===== config.mk =====
export PLATFORM = sky130hd
export DESIGN_NAME = reset_sequencer
export DESIGN_NICKNAME = d
export VERILOG_FILES = /design/src/rtl/machine_ctrl_pkg.sv /design/src/rtl/rst_seq_timer.sv /design/src/rtl/reset_sequencer.sv
export SDC_FILE = /design/constraint.sdc
export NUM_CORES = 1
export LEC_CHECK = 0
export ABC_CLOCK_PERIOD_IN_PS = 2600
export CORE_ASPECT_RATIO = 1.1
export CORE_MARGIN = 1
export CORE_UTILIZATION = 45
export CTS_CLUSTER_SIZE = 16
export DETAILED_ROUTE_END_ITERATION = 6
export PLACE_DENSITY = 0.82
export SYNTH_ARGS = -nofsm -noshare
export SYNTH_HDL_FRONTEND = slang
export SYNTH_SLANG_ARGS = --single-unit

===== constraint.sdc =====
create_clock -name clk -period 2.6 [get_ports clk]
set_input_delay 0.52 -clock clk [delete_from_list [all_inputs] [get_ports clk]]
set_output_delay 0.52 -clock clk [all_outputs]
set_load 0.05 [all_outputs]

===== src/rtl/machine_ctrl_pkg.sv =====
// Shared definitions for the machine control block: sequencer state encoding,
// reset release-order indices and a timer sizing helper.
package machine_ctrl_pkg;

  typedef enum logic [2:0] {
    ASSERT  = 3'd0,
    REL_RF  = 3'd1,
    REL_INT = 3'd2,
    REL_PC  = 3'd3,
    REL_SEQ = 3'd4,
    RUN     = 3'd5,
    HALT    = 3'd6
  } rst_seq_state_t;

  // Bit positions of the per-unit resets inside the sequencer's reset vector.
  localparam int REL_IDX_RF  = 0;
  localparam int REL_IDX_INT = 1;
  localparam int REL_IDX_PC  = 2;
  localparam int REL_IDX_SEQ = 3;

  // Width needed to hold (max(a, b) - 1), never less than one bit.
  function automatic int tmr_width(input int a, input int b);
    int m;
    m = (a > b) ? a : b;
    return (m < 2) ? 1 : $clog2(m);
  endfunction

endpackage


===== src/rtl/rst_seq_timer.sv =====
// Loadable down counter; done is high whenever the count has reached zero.
// The parent loads it on every phase entry, so it needs no reset of its own.
module rst_seq_timer #(
  parameter int W = 1
) (
  input  logic         clk_i,
  input  logic         load_i,
  input  logic [W-1:0] load_val_i,
  output logic         done_o
);

  logic [W-1:0] cnt_q;
  logic [W-1:0] cnt_d;

  always_comb begin
    cnt_d = cnt_q;
    if (load_i) begin
      cnt_d = load_val_i;
    end else if (cnt_q != '0) begin
      cnt_d = cnt_q - W'(1);
    end
  end

  always_ff @(posedge clk_i) begin
    cnt_q <= cnt_d;
  end

  assign done_o = (cnt_q == '0);

endmodule


===== src/rtl/reset_sequencer.sv =====
// Reset and run-control sequencer: staged release of the four unit resets,
// run-cycle counter, warm reset with ack. Watchdog halt built under RST_SEQ_WATCHDOG_EN.
module reset_sequencer
  import machine_ctrl_pkg::*;
#(
  parameter int HOLD_CYCLES = 1,
  parameter int STAGGER     = 0,
  parameter int RUN_LIMIT   = 200,
  parameter int CNT_W       = 16
) (
  input  logic             clk,
  input  logic             reset,
  input  logic             soft_reset_req,
  output logic             soft_reset_ack,
  output logic             reg_file_reset,
  output logic             interrupt_reset,
  output logic             pc_reset,
  output logic             seq_reset,
  output logic             running,
  output logic             halted,
  output logic [CNT_W-1:0] cycle_count,
  output rst_seq_state_t   state_dbg
);

  localparam int               TMR_W     = tmr_width(HOLD_CYCLES, STAGGER);
  localparam logic [TMR_W-1:0] HOLD_LOAD = TMR_W'(HOLD_CYCLES - 1);
  localparam logic [TMR_W-1:0] STAG_LOAD = (STAGGER > 0) ? TMR_W'(STAGGER - 1) : '0;

  rst_seq_state_t   state_q, state_d;
  logic [3:0]       rst_q, rst_d;
  logic             running_q, running_d;
  logic             ack_q, ack_d;
  logic [CNT_W-1:0] count_q, count_d;
`ifdef RST_SEQ_WATCHDOG_EN
  logic             halted_q, halted_d;
`endif

  logic             warm;
  logic             tmr_load;
  logic [TMR_W-1:0] tmr_val;
  logic             tmr_done;

  rst_seq_timer #(.W(TMR_W)) u_timer (
    .clk_i      (clk),
    .load_i     (tmr_load),
    .load_val_i (tmr_val),
    .done_o     (tmr_done)
  );

  // A warm request only counts once the machine has been fully released.
  assign warm = soft_reset_req && ((state_q == RUN) || (state_q == HALT));

  always_comb begin
    state_d   = state_q;
    rst_d     = rst_q;
    running_d = running_q;
    ack_d     = 1'b0;
    count_d   = count_q;
`ifdef RST_SEQ_WATCHDOG_EN
    halted_d  = halted_q;
`endif
    tmr_load  = 1'b0;
    tmr_val   = HOLD_LOAD;

    // REL_x means x has just been released and the stagger to the next one runs.
    unique case (state_q)
      ASSERT: begin
        if (tmr_done) begin
          if (STAGGER == 0) begin
            rst_d     = '0;
            running_d = 1'b1;
            state_d   = RUN;
          end else begin
            rst_d[REL_IDX_RF] = 1'b0;
            state_d  = REL_RF;
            tmr_load = 1'b1;
            tmr_val  = STAG_LOAD;
          end
        end
      end
      REL_RF: begin
        if (tmr_done) begin
          rst_d[REL_IDX_INT] = 1'b0;
          state_d  = REL_INT;
          tmr_load = 1'b1;
          tmr_val  = STAG_LOAD;
        end
      end
      REL_INT: begin
        if (tmr_done) begin
          rst_d[REL_IDX_PC] = 1'b0;
          state_d  = REL_PC;
          tmr_load = 1'b1;
          tmr_val  = STAG_LOAD;
        end
      end
      REL_PC: begin
        if (tmr_done) begin
          rst_d[REL_IDX_SEQ] = 1'b0;
          running_d = 1'b1;
          state_d   = RUN;
        end
      end
      RUN: begin
        if (count_q != '1) begin
          count_d = count_q + CNT_W'(1);
        end
`ifdef RST_SEQ_WATCHDOG_EN
        // Only the sequencer is held so the rest of the machine stays inspectable.
        if (32'(count_d) == 32'(RUN_LIMIT)) begin
          halted_d           = 1'b1;
          running_d          = 1'b0;
          rst_d[REL_IDX_SEQ] = 1'b1;
          state_d            = HALT;
        end
`endif
      end
      HALT: begin
        state_d = HALT;
      end
      default: begin
        state_d = ASSERT;
      end
    endcase

    if (warm) begin
      state_d   = ASSERT;
      rst_d     = '1;
      running_d = 1'b0;
      count_d   = '0;
      ack_d     = 1'b1;
`ifdef RST_SEQ_WATCHDOG_EN
      halted_d  = 1'b0;
`endif
      tmr_load  = 1'b1;
      tmr_val   = HOLD_LOAD;
    end

    if (reset) begin
      tmr_load = 1'b1;
      tmr_val  = HOLD_LOAD;
    end
  end

  always_ff @(posedge clk) begin
    if (reset) begin
      state_q   <= ASSERT;
      rst_q     <= '1;
      running_q <= 1'b0;
      ack_q     <= 1'b0;
      count_q   <= '0;
`ifdef RST_SEQ_WATCHDOG_EN
      halted_q  <= 1'b0;
`endif
    end else begin
      state_q   <= state_d;
      rst_q     <= rst_d;
      running_q <= running_d;
      ack_q     <= ack_d;
      count_q   <= count_d;
`ifdef RST_SEQ_WATCHDOG_EN
      halted_q  <= halted_d;
`endif
    end
  end

  assign reg_file_reset  = rst_q[REL_IDX_RF];
  assign interrupt_reset = rst_q[REL_IDX_INT];
  assign pc_reset        = rst_q[REL_IDX_PC];
  assign seq_reset       = rst_q[REL_IDX_SEQ];
  assign running         = running_q;
  assign soft_reset_ack  = ack_q;
  assign cycle_count     = count_q;
  assign state_dbg       = state_q;
`ifdef RST_SEQ_WATCHDOG_EN
  assign halted          = halted_q;
`else
  assign halted          = 1'b0;
`endif

endmodule


Word level (Yosys, flattened, before mapping)
Cells that the tools add are included.

operators by class
  add/subtract/negate cells = 2
  multiply operators = 0
  div/mod/pow operators = 0
  magnitude comparators = 0
  equal/unequal tests = 11
  shifts and indexed selects = 0
  muxes and demuxes = 14
  bitwise logic cells = 2
  reductions and logical operators = 17

operator list
  kind                                                 number
  adder 16 x 1 -> 16 bit, second input constant        1
  inequality test 16 bit, second input constant        1
  one-hot mux 3 bit (5 select lines)                   1
  inequality test 2 bit, second input constant         5
  2-to-1 mux 3 bit                                     3
  AND reduction 3 bit                                  3
  OR reduction 2 bit                                   4
  equality test 3 x 2 -> 1 bit, second input constant  2
  equality test 3 bit, second input constant           2
  2-to-1 mux 1 bit                                     6
  one-hot mux 1 bit (2 select lines)                   3
  AND reduction 2 bit                                  3
  nonzero test 2 bit                                   3
  2-to-1 mux 4 bit                                     1
  AND reduction 4 bit                                  1
  equality test 3 x 1 -> 1 bit, second input constant  1
  zero test 3 bit                                      1
  inverter 1 bit                                       2
  logical AND 1 bit                                    1
  logical OR 1 bit                                     1
  subtractor 1 bit, second input constant              1

storage, ports and cells
  register bits after elaboration = 26
  latch bits = 0
  RAM bits = 0
  bits in read-only memories = 0
  input port bits = 3
  output and inout bits = 26
  word-level logic and storage cells = 55
  memories kept = 0

Depth between registers and ports, before layout
Gate-level depths: netlist of run 1.

  depth after elaboration = 6
  mapped depth = 6
  mapped depth without buffers = 5

Hierarchy
A second synthesis of run 1 with hierarchy kept.

second synthesis, totals
  cell total of the unflattened synthesis = 150
  area total of the unflattened synthesis = 1,242.4 sq um

modules (own cells, without submodules)
  module           times used  cells an instance  area an instance (sq um)
  reset_sequencer  1           147                1,212.4
  rst_seq_timer    1           3                  30.0

Worst setup path before layout of run 1
No wires, ideal clock.

  path kind = register to register
  start = reg count_q[0], in the netlist cycle_count[0]
  end = reg count_q[2], in the netlist cycle_count[2]
  library setup time = 0.101 ns
  data arrival time = 1.899 ns
  data required time = 2.499 ns
  path slack = 0.600 ns
  cell stages (with the launch flop) = 7
  period minus slack after synthesis = 2.000 ns
  path through = dfxtp_1 > ha_1 > nand3_1 > nor4_4 > buf_4 > o311ai_0 > o41ai_1

between the ends
  longest elaborated chain between the ends = 2
  elaborated cells between the ends (all ways) = 3

ends and longest elaborated chain
  element                                                                         RTL line                RTL
  from (decl)                                                                     reset_sequencer.sv:33   logic [CNT_W-1:0] count_q, count_d;
  from (signal assigned)                                                          reset_sequencer.sv:160  count_q <= count_d;
  parallel branches: the longest is 2 deep, another holds adder 16 x 1 -> 16 bit  --

Parallel ways; which one is timed is not known.
A chain may end at the register's enable or synchronous reset.

Final worst setup path of run 1
  start = reg state_q[1], in the netlist state_dbg[1]
  end = out state_dbg[1]

RTL lines
  element                 RTL line                RTL
  from (decl)             reset_sequencer.sv:29   rst_seq_state_t state_q, state_d;
  from (signal assigned)  reset_sequencer.sv:156  state_q <= state_d;
  to (decl)               reset_sequencer.sv:22   output rst_seq_state_t state_dbg

No word-level cell between the ends.

==> results of run 1 <==
[how the worst min path moves through the flow]
stage                              from                    end  slack (ns)  depth (start not counted)
6_report          rst_q[2]$_SDFFE_PP1P_  rst_q[2]$_SDFFE_PP1P_        0.46                          2
4_1_cts           rst_q[2]$_SDFFE_PP1P_  rst_q[2]$_SDFFE_PP1P_        0.46                          2
5_1_grt           rst_q[2]$_SDFFE_PP1P_  rst_q[2]$_SDFFE_PP1P_        0.47                          2
2_1_floorplan  u_timer.cnt_q$_SDFF_PP0_  rst_q[1]$_SDFFE_PP1P_        0.48                          2
3_5_place_dp       running$_SDFFE_PP0P_   running$_SDFFE_PP0P_        0.44                          2
3_3_place_gp      rst_q[2]$_SDFFE_PP1P_  rst_q[2]$_SDFFE_PP1P_        0.44                          2
[worst min-delay path, delay by kind of cell (launching register included)]
kind / cells / cell delay (ns)
flip-flops: 1 / 0.34
AND/OR/NAND/NOR: 2 / 0.09
[cell usage after synthesis, types with 2 or more instances]
master / instances / share of area (%)
a21oi_1: 16 / 6.6
and3_1: 4 / 2.1
buf_4: 3 / 1.9
clkbuf_1: 2 / 0.62
dfxtp_1: 26 / 43
inv_1: 3 / 0.93
nand2_1: 14 / 4.4
nand2b_1: 2 / 1.0
nand3_1: 5 / 2.1
nand3b_1: 3 / 1.9
nand4_1: 2 / 1.0
nor2_1: 4 / 1.2
nor3_1: 2 / 0.83
nor4_1: 2 / 1.0
o21ai_0: 9 / 3.7
o21ai_1: 2 / 0.83
o31ai_1: 5 / 3.1
or3_1: 6 / 3.1
or3_2: 2 / 1.2
or4_1: 4 / 2.5
xor2_1: 2 / 1.5
[per-layer routing]
layer,GRT usage (%),vias up
li1,-,545
met4,3.47,0
met1,24.4,515
met5,0,-
met3,3.52,2
met2,35.2,22
[metrics by stage]
| stage | instances | area [sq um] | utilization [%] | hold slack [ns] | setup slack [ns] |
|---|---|---|---|---|---|
| final | 190 | 1510 | 59.9 | 0.459 | 0.374 |
| after floorplan | 134 | 1210 | - | 0.476 | 0.600 |
| after detailed placement | 187 | 1490 | 59.0 | 0.438 | 0.475 |
| after global placement | 187 | 1490 | 59.0 | 0.436 | 0.527 |
| after CTS | 190 | 1510 | 59.9 | 0.463 | 0.369 |
| after global routing | 190 | 1510 | 59.9 | 0.471 | 0.320 |
[cells by family after synthesis]
group / count (synthesis)
AO/OA/AOI/OAI: 37
XOR/XNOR: 2
adder cells (fa/ha/maj): 1
buffers and inverters: 8
flip-flops: 26
other: 1
AND/OR/NAND/NOR: 58
[power groups by stage]
stage	clock network [mW]	logic, mW	registers [mW]
4_1_cts	0.175	0.143	0.434
2_1_floorplan	0	0.0478	0.494
6_report	0.171	0.142	0.434
3_5_place_dp	0	0.142	0.442
3_3_place_gp	0	0.140	0.442
5_1_grt	0.186	0.151	0.437
[cell type report]
cell class / count / share of cell area, %
sequential: 26 / 34.5
tap: 31 / 2.57
timing repair buffer: 27 / 17.9
inverter: 3 / 0.746
clock buffer: 3 / 1.49
multi-input combinational: 100 / 42.8
[registers in the layout, indices dropped and copies added, names as in the netlist]
name	cells
u_timer.cnt_q	1
soft_reset_ack	1
state_dbg	3
running	1
rst_q	4
cycle_count	16
==> summary.json, run 1 <==
{
  "status": {
    "status": "finished clean"
  },
  "critical_path": {
    "worst_ep_required_time_ns": 2.08,
    "end_kind": "primary output",
    "cell_with_the_biggest_individual_delay_on_the_critical_path": "clkdlybuf4s50_1",
    "critical_path_depth": 1,
    "worst_r2r_endpoint": "cycle_count[7]$_SDFFE_PP0P_",
    "worst-r2r-setup-slack_ns": 0.67,
    "timing.critical_path.from_type": "register",
    "critPathCapture": "state_dbg[1]",
    "crit_path_start": "state_dbg[1]$_SDFFE_PP0P_",
    "worstPathBufferInverterCount": 1,
    "timing.critical_path.arrival_ns": 1.71,
    "slowest_delay_ns": 0.87,
    "critical_path_peak_fanout": 9,
    "r2r_start": "cycle_count[0]$_SDFFE_PP0P_",
    "setup.worst_path.class": "reg -> out",
    "critPathTopFamily": "buffers and inverters",
    "worst_r2r_path_depth": 5,
    "critical_path.cell_chain": "clkdlybuf4s50_1"
  },
  "global_routing": {
    "globalRouteOverflowTotal": 0,
    "grt_max_degree": 21,
    "globalRouteTotalUtil_pct": 19.6,
    "grt_pass1_vias": 1033,
    "global_route_wire_length_before_repair_um": 4430,
    "antenna_found_initial": 0
  },
  "routing": {
    "top_layer_used": "met4",
    "route.vias.total": 1084,
    "routedLengthMet1_um": 1100,
    "wire_per_inst_um": 13.5,
    "wirelength_um": 2570,
    "detailroute.wirelength.met3_um": 85,
    "detail_route.drc_violations": 0,
    "drt-initial-drc-count": 24,
    "detail_route_antenna_nets": 0,
    "route.detailed.vias_per_inst": 5.71,
    "detailed_routed_wire_length_on_met2_um": 1370,
    "firstDrtPassIters": 4
  },
  "place": {
    "gpl.final_weighted_congestion": 0.757,
    "detailed_place_hpwl_um": 1820,
    "place.port_buffers": 27
  },
  "die": {
    "initial_utilization_pct": 47.8,
    "die_w_um": 51.3,
    "coreArea_sq_mm": 0.00252,
    "die_area_sq_mm": 0.00289,
    "fp-row-count": 19,
    "ioPinCount": 29,
    "die_height_um": 56.3
  },
  "pwr": {
    "worst_ir_drop_vdd_uv": 493,
    "power.switching_uw": 231,
    "power.internal_uw": 516,
    "power.total_uw": 747,
    "pwr-share-clk_pct": 22.9,
    "share_comb_of_total_power_pct": 19.0,
    "standby_leakage_power_nw": 0.529,
    "power.share.sequential_pct": 58.1,
    "power_density_over_the_cells_mw_per_mm2": 495,
    "sw_frac_of_total_pct": 31.0
  },
  "yosys": {
    "synth-xor-area-share_pct": 1.45,
    "yosysSeqAreaShare_pct": 43.2,
    "cell_area_after_synthesis_sq_mm": 0.00120,
    "postSynthCellCount": 133,
    "seq_cells_post_synth": 26,
    "synth_cell_types": 36,
    "adder_cell_area_share_of_the_yosys_netlist_pct": 1.04,
    "muxShareOfSynthArea_pct": 0,
    "area_share_of_and_or_nand_nor_cells_after_synthesis_pct": 31.2,
    "post_synthesis_compound_gate_area_fraction_pct": 19.4,
    "most_used_dff_post_synth": "dfxtp_1",
    "synthesis.area_per_instance_sq_um": 9.06,
    "synth_enable_flop_cells": 0,
    "yosys_warnings": 0,
    "asyncSetResetFlopFracSynth_pct": 0,
    "synth_top_family_by_area": "simple AND/OR/NAND/NOR gates"
  },
  "worst_hold_path": {
    "hold_path.class": "reg -> reg"
  },
  "timing": {
    "post-route-period-util_pct": 85.6,
    "final.min_clock_period_ns": 2.23,
    "relSlewSlack_pct": 47.8,
    "fin_tns_setup_ns": 0,
    "final-hold-violation-count": 0,
    "clock-skew-final_ns": 0.00520,
    "timing.final.setup_violations": 0,
    "maxClockFrequency_mhz": 449,
    "finalMaxSlewViolations": 0,
    "rsz_0062_raised_after_global_routing": "false",
    "tightestPinTransition_ns": 0.783
  },
  "cells_and_area": {
    "count_of_inserted_antenna_diode_cells": 0,
    "most-common-layout-cells": "clkdlybuf4s50_1 (27), dfxtp_1 (26), a21oi_1 (16)",
    "layout.cells.most_common": "clkdlybuf4s50_1",
    "area.growth.synth_to_final_pct": 25.3,
    "area_of_combinational_cells_with_multiple_inputs_sq_um": 647,
    "area.sequential_sq_um": 520,
    "num-nets-final": 165,
    "layout.filler_cells": 250,
    "drive_above_1_share_pct": 8.18
  },
  "cts": {
    "max-clock-path-buffers": 2,
    "cts_buffers": 3,
    "clk_transition_reported_paths_ns": 0.14,
    "cts.root.buffer_cell": "clkbuf_4",
    "worst_skew_pair.late_latency_ns": 0.32,
    "post_cts_sizing_count": 0,
    "ctsHtreeMaxLevel": 1,
    "setup_buffers_after_cts": 0,
    "cts_tree": "yes",
    "cts_hold_bufs": 0,
    "cts_num_sinks": 26
  },
  "flow_run": {
    "max_cap_violations": 0
  }
}
Power figures use the tool's default switching activity.
==> run 2, diff against run 1 <==
- SLEW_MARGIN: default -> 40
==> results of run 2 <==
Same layout as run 1: the final DEF is identical, and so are final timing and power.
==> RTL change 1: new RTL, flow settings as in run 2 <==
Change the parameter `CNT_W` from 16 to 18.
--- a/src/rtl/reset_sequencer.sv
+++ b/src/rtl/reset_sequencer.sv
@@ -7,5 +7,5 @@
   parameter int STAGGER     = 0,
   parameter int RUN_LIMIT   = 200,
-  parameter int CNT_W       = 16
+  parameter int CNT_W       = 18
 ) (
   input  logic             clk,
Ports: changed (resized cycle_count); port bits go from 29 to 31. No check against the original RTL was run, so the function may have changed too.
==> RTL change 1 against run 2 <==
Count of clock-buffer cells in the layout did not move; clock skew rose by 4.3 ps; setup slack worse by 37 ps; area after synthesis is 18% higher; sequential cell count rose by 2; critical path depth unchanged; cell area grew 15%; routed wire length up 18%; maximum frequency is 1.6% lower; total power grew 7.2%.
==> RTL change 1: results (changes against run 2) <==
- Post-synth top cells: dfxtp_1, nand2_1, a21oi_1
- Worst Hold Endpoint: rst_q[1]
- Hold Crit Depth: 2 (unchanged)
- Initial antenna violation count: 0 (unchanged)
- Routed wire length: 3.04 mm (+18%)
- Worst clock skew: 9.50 ps (+4.30 ps)
- 1st-iter DRT viols: 29 (+21%)
- Fin Hold WS: 465 ps (+5.49 ps)
- Worst-path fanout max: 11 (+2)
- Number of global-route vias before repair: 1224 (+18%)
- P_int: 554 uW (+7.4%)
- Hold bufs inserted after CTS: 0 (unchanged)
- Detailed Place HPWL: 2.17 mm (+19%)
- Worst EP arrival: 1740 ps (+30 ps)
- Share of cells above drive strength 1: 0.0535 (-0.0283)
- Lkg Pwr: 0.589 nW (+11%)
- Relative slew margins: 0.507 (+0.0292)
- Vias post-DR: 1295 (+19%)
- Top delay family on crit path: buffers and inverters
- Largest net degree at the start of global routing: 19 (-9.5%)
- First-pass GRT wire length: 5.08 mm (+15%)
- Top post-synthesis cells by area: dfxtp_1, mux2i_1, nand2_1, a21oi_1, and4_1
- Reg2reg setup slack: 730 ps (+60 ps)
- Hold path startpoint: rst_q[1]
- Total GRT Usage: 0.187 (-0.00917)
- FF-to-FF End: cycle_count[13]
- Max reg flops: 18 (+2)
- Synth unique cells: 39 (+8.3%)
- Final nets: 193 (+17%)
- FF-to-FF Start: state_dbg[2]
- Post-synth top flop: dfxtp_1
- Gp weighted congestion: 0.751 (-0.78%)
- Number of port buffers: 29 (+7.4%)
- Worst-Skew Late Latency: 330 ps
- Status: finished, final reports clean
- Worst VDD drop: 333 uV (-32%)
- Path depth of the worst reg2reg path: 4 (-1)
- Register area share after synthesis: 0.393 (-0.0393)
RTL change 1: changes by cell type after synthesis, moves of 3 or more:
cell / change
or3_1: -5
a21oi_1: -5
or2b_1: +6
nand4_1: +4
and4_1: +5
mux2i_1: +9
buf_4: +3
a2111o_1: +3
a211oi_1: +5
nand2_1: +10
RTL change 1: cell type report:
| type | count | area, sq um |
|---|---|---|
| clock buffers | 3 | 22.5 |
| fillers | 275 | 1280 |
| inverters | 4 | 15.0 |
| multi-input cells | 121 | 791 |
| flip-flops and latches | 28 | 561 |
| well taps | 34 | 42.5 |
| repair buffers | 31 | 305 |
RTL change 1: worst max-delay path by stage:
stage / start / endpoint / cells after the start
after floorplan: cycle_count[0] / cycle_count[16] / 6
after global placement: state_dbg[2] / state_dbg[2] / 1
after detailed placement: soft_reset_req / cycle_count[5] / 5
after CTS: state_dbg[2] / state_dbg[2] / 1
after global routing: state_dbg[2] / state_dbg[2] / 1
final: state_dbg[2] / state_dbg[2] / 1
RTL change 1: tightest hold or removal path: cells and delay by family (launching register included):
kind	cells	cell delay (ps)
DFF	1	340
and+or+nand+nor	2	100
RTL change 1: per-stage QoR:
| stage | cells | utilization | total power [mW] | worst slack [ps] | area [sq um] |
|---|---|---|---|---|---|
| after global routing | 221 | 0.575 | 0.831 | 294 | 1740 |
| after floorplan | 162 | - | 0.591 | 702 | 1430 |
| final | 221 | 0.575 | 0.801 | 337 | 1740 |
| after global placement | 218 | 0.567 | 0.628 | 739 | 1710 |
| after detailed placement | 218 | 0.567 | 0.632 | 726 | 1710 |
| after CTS | 221 | 0.575 | 0.805 | 338 | 1740 |
RTL change 1: logic make-up (layout without fill, tap and decap cells):
kind of cell	after synthesis	after routing	synth area share
AND/OR/NAND/NOR	71	71	0.295
XOR/XNOR	1	1	0.00614
multiplexers	9	9	0.0631
other	1	2	0.00263
flip-flops	28	28	0.393
adder cells (fa/ha/maj)	1	1	0.00876
buffers and inverters	13	38	0.0561
AO/OA/AOI/OAI	37	37	0.175
RTL change 1: metal layers:
metal,track usage,share of wire,vias up
met5,0,0,-
met4,0.0679,0.011,0
met3,0.0294,0.055,5
met2,0.356,0.48,40
met1,0.217,0.45,598
li1,-,-,652
RTL change 1: power by group through the flow:
stage	sequential, mW	clock, mW	combinational [mW]
2_1_floorplan	0.524	0	0.0668
3_3_place_gp	0.474	0	0.154
3_5_place_dp	0.474	0	0.158
4_1_cts	0.466	0.181	0.158
5_1_grt	0.469	0.194	0.168
6_report	0.466	0.178	0.157
==> RTL change 2: new RTL, flow settings as in run 2 <==
Made on the original files. Make the reset (`reset`) asynchronous in one clocked block.
--- a/src/rtl/reset_sequencer.sv
+++ b/src/rtl/reset_sequencer.sv
@@ -143,5 +143,5 @@
   end
 
-  always_ff @(posedge clk) begin
+  always_ff @(posedge clk or posedge reset) begin
     if (reset) begin
       state_q   <= ASSERT;
Check against the original RTL: differs if reset is asserted again (counterexample within 4 cycles, from zero or initial values and one cycle with reset high); with reset held inactive, the same outputs for 10 cycles.
==> RTL change 2 against run 2 <==
Clock skew is 1.6 ps lower; sequential cell count stayed put; setup slack worse by 120 ps; sequential share of layout area grew 4.1 points; die area increased by 14%; area after synthesis up 14%; routed wire length up 13%; cell area rose by 12%; global-route usage fell by 0.24 points; cell count increased by 4.7%.
Power is not compared: it rests on default switching activity, and its combinational part moved more than twofold at a synthesized area within 25%.
==> RTL change 2: results (changes against run 2) <==
- Routed length per instance: 14.6 um (+8.1%)
- Worst-path fanout max: 14 (+5)
- Max reg flops: 16 (unchanged)
- Post-CTS Setup Inserts: 0 (unchanged)
- Asr flop ratio synth: 0.962 (+0.962)
- CTS Root Cell: clkbuf_4
- Path depth of the worst reg2reg path: 5 (unchanged)
- Final setup fails: 0 (unchanged)
- Inserted Clock Buffers: 3 (unchanged)
- Post-synth top cells: dfrtp_1, a21oi_1, nand2_1
- Area after DPL: 0.00165 sq mm (+11%)
- Lkg Pwr: 0.679 nW
- Top post-synthesis cells by area: dfrtp_1, dfstp_2, a21oi_1, nand3_1, o31ai_1
- Relative slew margins: 0.664 (+0.186)
- Slowest CP cell: clkdlybuf4s50_1
- Worst-Skew Late Latency: 330 ps
- Gp weighted congestion: 0.744 (-1.8%)
- Top delay family on crit path: buffers and inverters
- Synth unique cells: 43 (+19%)
- Initial antenna violation count: 0 (unchanged)
- Final nets: 171 (+3.6%)
- Detailed Place HPWL: 2.06 mm (+13%)
- Vias per std cell: 5.95 (+4.3%)
- Hold Crit Depth: 2 (unchanged)
- Largest net degree at the start of global routing: 26 (+24%)
- Post-CTS Resized: 0 (unchanged)
- Share of cells above drive strength 1: 0.0904 (+0.00860)
- Number of fill cells: 243 (-2.8%)
- Number of global-route vias before repair: 1058 (+2.4%)
- First-pass GRT wire length: 4.64 mm (+4.7%)
- Initial DRT Pass Iterations: 4 (unchanged)
- H-tree depth: 1 (unchanged)
- Clock-pin slew on the worst setup and hold paths: 150 ps
- Worst clock skew: 3.60 ps (-1.60 ps)
- 1st-iter DRT viols: 11 (-54%)
- Max clock buf depth: 2 (unchanged)
- Max incr delay on CP: 880 ps
- Total GRT Usage: 0.194 (-0.00236)
- Number of port buffers: 27 (unchanged)
- Status: finished, final reports clean
- Antenna Nets Post-Route: 0 (unchanged)
- Hold Crit Class: flop to flop
- Worst VDD drop: 747 uV
- Register area share after synthesis: 0.473 (+0.0412)
- Ys Warns: 0 (unchanged)
- Ant. Diodes: 0 (unchanged)
- Post-synth top flop: dfrtp_1
-- RTL change 2: worst reg2reg max path, stage by stage (launching register included) --
cell and delay [ps]:
dfrtp_1 620, and3b_1 290, o41ai_4 90, buf_4 220, or4_1 480, a21oi_1 170
-- RTL change 2: metal layers --
layer / global-route usage / vias to the layer above / share of wire
met5: 0 / - / 0
met4: 0.0586 / 0 / 0.0059
met3: 0.0280 / 2 / 0.029
met2: 0.344 / 22 / 0.51
met1: 0.235 / 585 / 0.45
li1: - / 575 / -
-- RTL change 2: final timing paths --
kind                       slack [ps]        endpoint         start
max                               250    state_dbg[2]  state_dbg[2]
max reg2reg                       660  cycle_count[7]  state_dbg[2]
min reg2reg                       490        rst_q[1]      rst_q[1]
max in group asynchronous        1770        rst_q[0]         reset
min                               490        rst_q[1]      rst_q[1]
min in group asynchronous         520  cycle_count[0]         reset
-- RTL change 2: report_power, final --
group / leakage [nW] / internal, mW / total [mW] / switching, mW
Clock: 0.0210 / 0.0857 / 0.214 / 0.128
Combinational: 0.330 / 0.393 / 1.15 / 0.762
Sequential: 0.328 / 0.564 / 0.779 / 0.215
Total: 0.679 / 1.04 / 2.15 / 1.10
-- RTL change 2: stage by stage --
| stage | power [mW] | setup slack [ps] | cells |
|---|---|---|---|
| final | 2.15 | 249 | 199 |
| after detailed placement | 1.95 | 640 | 195 |
| after global routing | 2.27 | 172 | 199 |
| after CTS | 2.16 | 246 | 199 |
| after floorplan | 1.58 | 394 | 141 |
| after global placement | 1.91 | 674 | 195 |
-- RTL change 2: layout make-up --
cell class / instances / area [sq um] / area share
clock buffer: 4 / 36.3 / 0.0215
inverter: 4 / 15.0 / 0.00890
multi-input combinational: 103 / 658 / 0.390
sequential: 26 / 651 / 0.386
tap: 33 / 41.3 / 0.0245
timing repair buffer: 29 / 285 / 0.169
-- RTL change 2: logic make-up (layout without fill, tap and decap cells) --
| group | Yosys count | in the layout | synth area share |
|---|---|---|---|
| other | 1 | 2 | 0.00273 |
| flip-flops | 26 | 26 | 0.473 |
| adder cells (fa/ha/maj) | 1 | 1 | 0.00910 |
| AND/OR/NAND/NOR | 53 | 53 | 0.227 |
| buffers and inverters | 12 | 37 | 0.0510 |
| AO/OA/AOI/OAI | 45 | 45 | 0.224 |
| XOR/XNOR | 2 | 2 | 0.0127 |
